`src/rtl/prog3_pkg.sv`:
```
// Shared constants, FSM state type and the 4-window matcher for the
// pattern-search engine.
package prog3_pkg;

  localparam logic [7:0] STR_BASE = 8'd0;
  localparam int         STR_LEN  = 32;
  localparam logic [7:0] PAT_ADDR = 8'd32;
  localparam logic [7:0] CTB_ADDR = 8'd33;
  localparam logic [7:0] CTO_ADDR = 8'd34;
  localparam logic [7:0] CTS_ADDR = 8'd35;

  typedef enum logic [2:0] {
    IDLE,
    PAT,
    SCAN,
    WR,
    DONE
  } state_t;

  // Counts the four 5-bit windows b[k+4:k], k = 0..3, that equal p.
  // Byte-crossing windows reuse this on {prev[3:0], cur[7:4]}.
  function automatic logic [2:0] count4(input logic [7:0] b, input logic [4:0] p);
    logic [2:0] n;
    n = '0;
    for (int k = 0; k < 4; k++) begin
      if (b[k +: 5] == p) n = n + 3'd1;
    end
    return n;
  endfunction

endpackage

```
`src/rtl/data_mem.sv`:
```
// 256x8 data memory: combinational read, synchronous write, never reset
// so its contents can be preloaded and survive an engine reset.
module data_mem (
  input  logic       clk,
  input  logic       we,
  input  logic [7:0] addr,
  input  logic [7:0] wdata,
  output logic [7:0] rdata
);

  logic [7:0] core [256];

  assign rdata = core[addr];

  always_ff @(posedge clk) begin
    if (we) core[addr] <= wdata;
  end

endmodule

```
`src/rtl/top_level_pattern_search.sv`:
```
// Scans a 32-byte message in dm1 for a 5-bit pattern and writes the
// in-byte, per-byte and total match counts back to memory.
module top_level_pattern_search
  import prog3_pkg::*;
(
  input  logic clk,
  input  logic reset,
  input  logic start,
  output logic done
);

  state_t     state, next_state;
  logic [4:0] index;
  logic [7:0] prev;
  logic [4:0] pat;
  logic [7:0] ctb, cto, cts;

  logic       mem_we;
  logic [7:0] mem_addr, mem_wdata, mem_rdata;
  logic [2:0] in_cnt, cross_cnt;

  data_mem dm1 (
    .clk   (clk),
    .we    (mem_we),
    .addr  (mem_addr),
    .wdata (mem_wdata),
    .rdata (mem_rdata)
  );

  assign in_cnt    = count4(mem_rdata, pat);
  assign cross_cnt = (index != 5'd0) ? count4({prev[3:0], mem_rdata[7:4]}, pat) : 3'd0;

  // done is registered from next_state so it rises with the DONE state.
  always_ff @(posedge clk or negedge reset) begin
    if (!reset) begin
      state <= IDLE;
      done  <= 1'b0;
    end else begin
      state <= next_state;
      done  <= (next_state == DONE);
    end
  end

  always_comb begin
    next_state = state;
    case (state)
      IDLE:    if (!start) next_state = PAT;
      PAT:     next_state = SCAN;
      SCAN:    if (index == 5'(STR_LEN - 1)) next_state = WR;
      WR:      if (index == 5'd2) next_state = DONE;
      DONE:    if (start) next_state = IDLE;
      default: next_state = IDLE;
    endcase
  end

  always_comb begin
    mem_we    = 1'b0;
    mem_addr  = STR_BASE + {3'b000, index};
    mem_wdata = ctb;
    case (state)
      PAT: mem_addr = PAT_ADDR;
      WR: begin
        mem_we = 1'b1;
        case (index)
          5'd0: begin mem_addr = CTB_ADDR; mem_wdata = ctb; end
          5'd1: begin mem_addr = CTO_ADDR; mem_wdata = cto; end
          default: begin mem_addr = CTS_ADDR; mem_wdata = cts; end
        endcase
      end
      default: ;
    endcase
  end

  // index walks the message in SCAN, then sequences the three result writes.
  always_ff @(posedge clk or negedge reset) begin
    if (!reset) begin
      index <= '0;
      prev  <= '0;
      pat   <= '0;
      ctb   <= '0;
      cto   <= '0;
      cts   <= '0;
    end else begin
      case (state)
        IDLE: begin
          index <= '0;
          ctb   <= '0;
          cto   <= '0;
          cts   <= '0;
        end
        PAT: begin
          pat   <= mem_rdata[7:3];
          index <= '0;
        end
        SCAN: begin
          ctb   <= ctb + {5'b00000, in_cnt};
          cto   <= cto + {7'b0000000, (in_cnt != 3'd0)};
          cts   <= cts + {5'b00000, in_cnt} + {5'b00000, cross_cnt};
          prev  <= mem_rdata;
          index <= index + 5'd1;
        end
        WR:      index <= index + 5'd1;
        default: ;
      endcase
    end
  end

endmodule

```
`config.mk`:
```
export PLATFORM = sky130hd
export DESIGN_NAME = top_level_pattern_search
export DESIGN_NICKNAME = d
export VERILOG_FILES = /design/src/rtl/prog3_pkg.sv /design/src/rtl/data_mem.sv /design/src/rtl/top_level_pattern_search.sv
export SDC_FILE = /design/constraint.sdc
export NUM_CORES = 1
export LEC_CHECK = 0
export BUFFER_PORTS_ARGS = -buffer_cell sky130_fd_sc_hd__buf_2
export CAP_MARGIN = 15
export CORE_UTILIZATION = 31
export DETAILED_ROUTE_END_ITERATION = 12
export PLACE_DENSITY_LB_ADDON = 0.3
export SYNTH_ARGS = -nofsm -noshare
export SYNTH_HDL_FRONTEND = slang
export SYNTH_SLANG_ARGS = --single-unit
export TNS_END_PERCENT = 5
```
`constraint.sdc`:
```
create_clock -name clk -period 1.6 [get_ports clk]
set_input_delay 0 -clock clk [delete_from_list [all_inputs] [get_ports clk]]
set_output_delay 0 -clock clk [all_outputs]
set_load 0.01 [all_outputs]
```
### After elaboration in Yosys (flattened, before gate mapping)

Cells that the tools add are included.

| word-level totals | value |
|---|---|
| memories kept | 0 |
| bits in registers | 9 |
| output and inout bits | 1 |
| bits in latches | 0 |
| input bits | 3 |
| ROM bits | 0 |
| word-level logic and storage cells | 21 |
| memory bits (writable) | 0 |

| cells by class | value |
|---|---|
| mux-type cells | 6 |
| equality and inequality tests | 7 |
| shift operators | 0 |
| $mul | 0 |
| order comparisons | 0 |
| reductions and logical operators | 4 |
| divide/modulo/power cells | 0 |
| bitwise operators | 0 |
| add/subtract/negate cells | 1 |

Operators by type and width:

| operator | number |
|---|---|
| 3-bit one-hot mux with 5 select lines | 1 |
| 3-bit two-way mux | 4 |
| 5-bit one-hot mux with 2 select lines | 1 |
| 3-bit by 2-bit equality test with 1-bit output, second input constant | 2 |
| 3-bit equality test, second input constant | 2 |
| 5-bit by 1-bit adder with 5-bit output, second input constant | 1 |
| 5-bit by 2-bit equality test with 1-bit output, second input constant | 1 |
| 5-bit equality test, second input constant | 1 |
| 2-bit OR reduction | 2 |
| 3-bit by 1-bit equality test with 1-bit output, second input constant | 1 |
| 3-bit zero test | 1 |
| 2-bit nonzero test | 1 |

### Longest topological paths before layout

| logic depth | value |
|---|---|
| word-level depth | 4 |
| gate-level depth with buffers | 6 |
| gate-level depth less buffers | 6 |

### Least setup slack after synthesis

OpenSTA, ideal clock, no wires.

| path | value |
|---|---|
| path type | register to register |
| start point | register index[0] |
| end point | register state[0] |
| stages on the path, launching flop included | 7 |
| library setup time | 0.119 ns |
| buffers on the path | 0 |
| period minus slack after synthesis | 1.373 ns |
| slack | 0.227 ns |
| data required time | 1.481 ns |
| data arrival time | 1.254 ns |
| cells stage by stage | dfrtp_1 ha_1 and3_2 ha_1 nand2_1 a21oi_1 o21a_1 |

| on the way | value |
|---|---|
| word-level cells in the longest chain between the ends | 3 |
| elaborated cells on any way between the ends | 5 |
| those cells by class | eq/ne: 2; mux: 3 |

Ends and longest elaborated chain:

| element | RTL line | RTL |
|---|---|---|
| start, declared | top_level_pattern_search.sv:13 | `logic [4:0] index;` |
| start signal, assigned | top_level_pattern_search.sv:100 | `index <= index + 5'd1;` |
| start signal, assigned | top_level_pattern_search.sv:102 | `WR: index <= index + 5'd1;` |
| 5-bit by 2-bit equality test with 1-bit output / 5-bit equality test (equally long branches) | top_level_pattern_search.sv:50, top_level_pattern_search.sv:49 |  |
| 3-bit two-way mux (on tied branches) | top_level_pattern_search.sv:50, top_level_pattern_search.sv:49 |  |
| 3-bit one-hot mux with 5 select lines * | top_level_pattern_search.sv:46 | `case (state)` |
| via next_state[0] | top_level_pattern_search.sv:12 | `state_t state, next_state;` |
| end signal, assigned | top_level_pattern_search.sv:39 | `state <= next_state;` |
| end, declared | top_level_pattern_search.sv:12 |  |

The timed path passes the listed nets; every way through them passes the cells marked *.
A chain may end at the register's enable or synchronous reset.

### Worst setup path after layout

Same ends and word-level chain as after synthesis.

==> out/results.tsv <==
stage	metric	value	unit
layout	share of cells above drive strength 1	18.0	%
layout	Post-Layout Cell Count	65	
yosys	Yosys Warn Count	0	
die	row count	13	
power_and_ir_drop	switch share	36.1	%
sta	RSZ-0062 raised after global routing	false	
die	Die X	40.4	um
clock_network	Clock Latency Late Sink	0.26	ns
layout	most frequent cells in the layout	dfrtp_1, nand2_1	
clock_network	CTS root buf	clkbuf_4	
power_and_ir_drop	power share of the clock group	21.6	%
run	Max Cap Viol	0	
power_and_ir_drop	switching power	0.300	mW
die	DIE AREA	1630	um2
grt	vias in the first global route	276	
die	CORE AREA	1330	um2
setup_path	CP max stage delay	0.42	ns
die	die height	40.4	um
sta	final setup skew	0.00103	ns
setup_path	most frequent cell on the critical path	ha_1	
route	Vias/cell	4.94	
route	Via Count	321	
power_and_ir_drop	Flop pwr share	50.4	%
placement	Placed Area	483	um2
setup_path	CP arrival	1.59	ns
grt	GR Util All Layers	11.4	%
clock_network	Inserted Clock Buffers	3	
yosys	Syn Nets	48	
grt	gr ovfl total	0	
setup_path	Required @ worst endpoint	1.75	ns
layout	# fillers	139	
die	Starting Density	34.2	%
yosys	sequential area share after synthesis	49.3	%
die	io pins	4	
grt	initial antenna violation count	0	
power_and_ir_drop	PwrDens	1570	nW/um2
layout	commonest non-fill, non-tap cell in the layout	dfrtp_1	
route	drt pass-1 iters	4	
placement	IO Port Bufs	3	
sta	Setup TNS	0	ns
layout	Final nets	57	
sta	setup violators final	0	
clock_network	CTS tree	yes	
clock_network	CTS H-Tree Depth	1	
placement	routability congestion estimate	0.677	
setup_path	Setup crit start kind	flop	
setup_path	crit-path cells	ha_1 > and3_2 > ha_1 > nand2_1 > a21oi_1 > o21a_1	
route	Iter 0 DRT Violations	3	
min_path	worst hold path class	in -> async	
power_and_ir_drop	Pint	0.531	mW
sta	worst-margin pin slew	0.342	ns
route	Post-route DRC	0	
yosys	Netlist Area Pre-Place	457	um2
grt	first-pass GRT wire length	1150	um
setup_path	Slowest-stage cell, CP	dfrtp_1	
layout	Ant. Diodes	0	
clock_network	Worst-path clk slew	0.06	ns
sta	fin crit period	1.44	ns
setup_path	Setup CP Type	reg -> reg	
setup_path	crit end category	flop	
route	Antenna Nets Post-Route	0	
sta	Hold Violations, Final	0	
route	Post-Route WL	752	um
sta	achievable clock frequency	694	MHz
yosys	Syn Inst Count	42	
power_and_ir_drop	P_leak	0.245	nW
sta	final period utilization	90.1	%
power_and_ir_drop	logic gate share of total power	27.9	%
power_and_ir_drop	peak supply drop	0.000410	V
setup_path	CP max FO	5	
placement	# placed instances	59	
yosys	Mean Syn Cell Area	10.9	um2
sta	worst rel slew slack	76.9	%
outcome	status	finished clean	
power_and_ir_drop	Tot Pwr	0.831	mW
layout	post-route cell area	529	um2
setup_path	CP Buf/Inv Count	0	
route	Routed wire per std cell	11.6	um
clock_network	clock sinks	9	
placement	Detailed Place HPWL	534	um
clock_network	CTS max path bufs	2	
setup_path	top cell family by delay on the critical path	flip-flops	
yosys	post-synth cell types	20	
layout	Area Growth Syn to Fin	15.9	%
clock_network	post-CTS setup buffers	0	
yosys	post-synthesis register bit count	9	
grt	largest net degree at the start of global routing	12	
sta	Slew Limit Fails	0	
[per-stage QoR]
stage	util (%)	worst slack, ns	hold slack, ns
2_1_floorplan	-	0.227	-0.296
3_3_place_gp	36.2	0.156	-0.135
3_5_place_dp	36.2	0.155	-0.134
4_1_cts	39.7	0.149	0.120
5_1_grt	39.7	0.0852	0.153
6_report	39.7	0.158	0.113
[sequential cells by signal, summed over array words and instances, names as in the netlist]
signal	flops
index	5
done	1
state	3
[cells in the mapped netlist]
cell,instances,area [um2]
dfrtp_1,9,225
nand2_1,6,22.5
ha_1,3,37.5
nand3_1,3,15.0
o21ai_0,3,15.0
a22o_1,2,17.5
inv_1,2,7.51
o41ai_1,2,17.5
a21oi_1,1,5.00
a31oi_1,1,6.26
and3_2,1,7.51
buf_4,1,7.51
mux2i_1,1,10.0
nand2b_1,1,6.26
nor2_1,1,3.75
nor2b_1,1,6.26
nor4b_4,1,23.8
o21a_1,1,7.51
o311ai_1,1,8.76
or2_2,1,6.26
[worst paths after layout]
| path | from | endpoint | slack (ns) | cells after the start |
|---|---|---|---|---|
| worst max-delay path | index[0] | state[0] | 0.16 | 6 |
| worst min-delay path | reset | index[0] | 0.11 | 2 |
| worst max register to register | index[0] | state[0] | 0.16 | 6 |
| worst min register to register | index[1] | index[1] | 0.54 | 2 |
| max in group asynchronous | reset | index[4] | 1.31 | 2 |
| min in group clk | start | done | 0.48 | 3 |
[metal layers]
metal / vias to the layer above / global-route usage (%) / routed length, um
li1: 169 / - / -
met1: 145 / 14.2 / 401
met2: 5 / 15.5 / 313
met3: 2 / 3.33 / 31
met4: 0 / 10.0 / 5
met5: - / 0 / 0
[logic make-up after synthesis]
| logic type | count (synthesis) | synth area share, % |
|---|---|---|
| adders and majority gates | 3 | 8.22 |
| muxes | 1 | 2.19 |
| AOI/OAI and AO/OA | 11 | 17.0 |
| buffers and inverters | 3 | 3.29 |
| and+or+nand+nor | 15 | 20.0 |
| DFF | 9 | 49.3 |
[power groups by stage]
stage               logic (mW)  clock network [mW]  registers (mW)
floorplan                0.217                   0           0.389
global route             0.267               0.193           0.435
finish                   0.232               0.180           0.419
CTS                      0.237               0.185           0.420
global placement         0.228                   0           0.424
detailed placement       0.231                   0           0.424
[what timing repair did]
action | CTS | global route
hold endpoints to repair | 11 | 0
resized for setup | 0 | 0
hold buffers | 2 | 0
[area by class of cell]
type                       count  area [um2]  share of cell area [%]
timing repair buffer           5        35.0                    6.62
clock buffer                   4        26.3                    4.96
multi-input combinational     30         216                    40.9
inverter                       2        7.51                    1.42
sequential                     9         225                    42.6
tap                           15        18.8                    3.55
No activity file was read; power rests on OpenSTA's default activity.
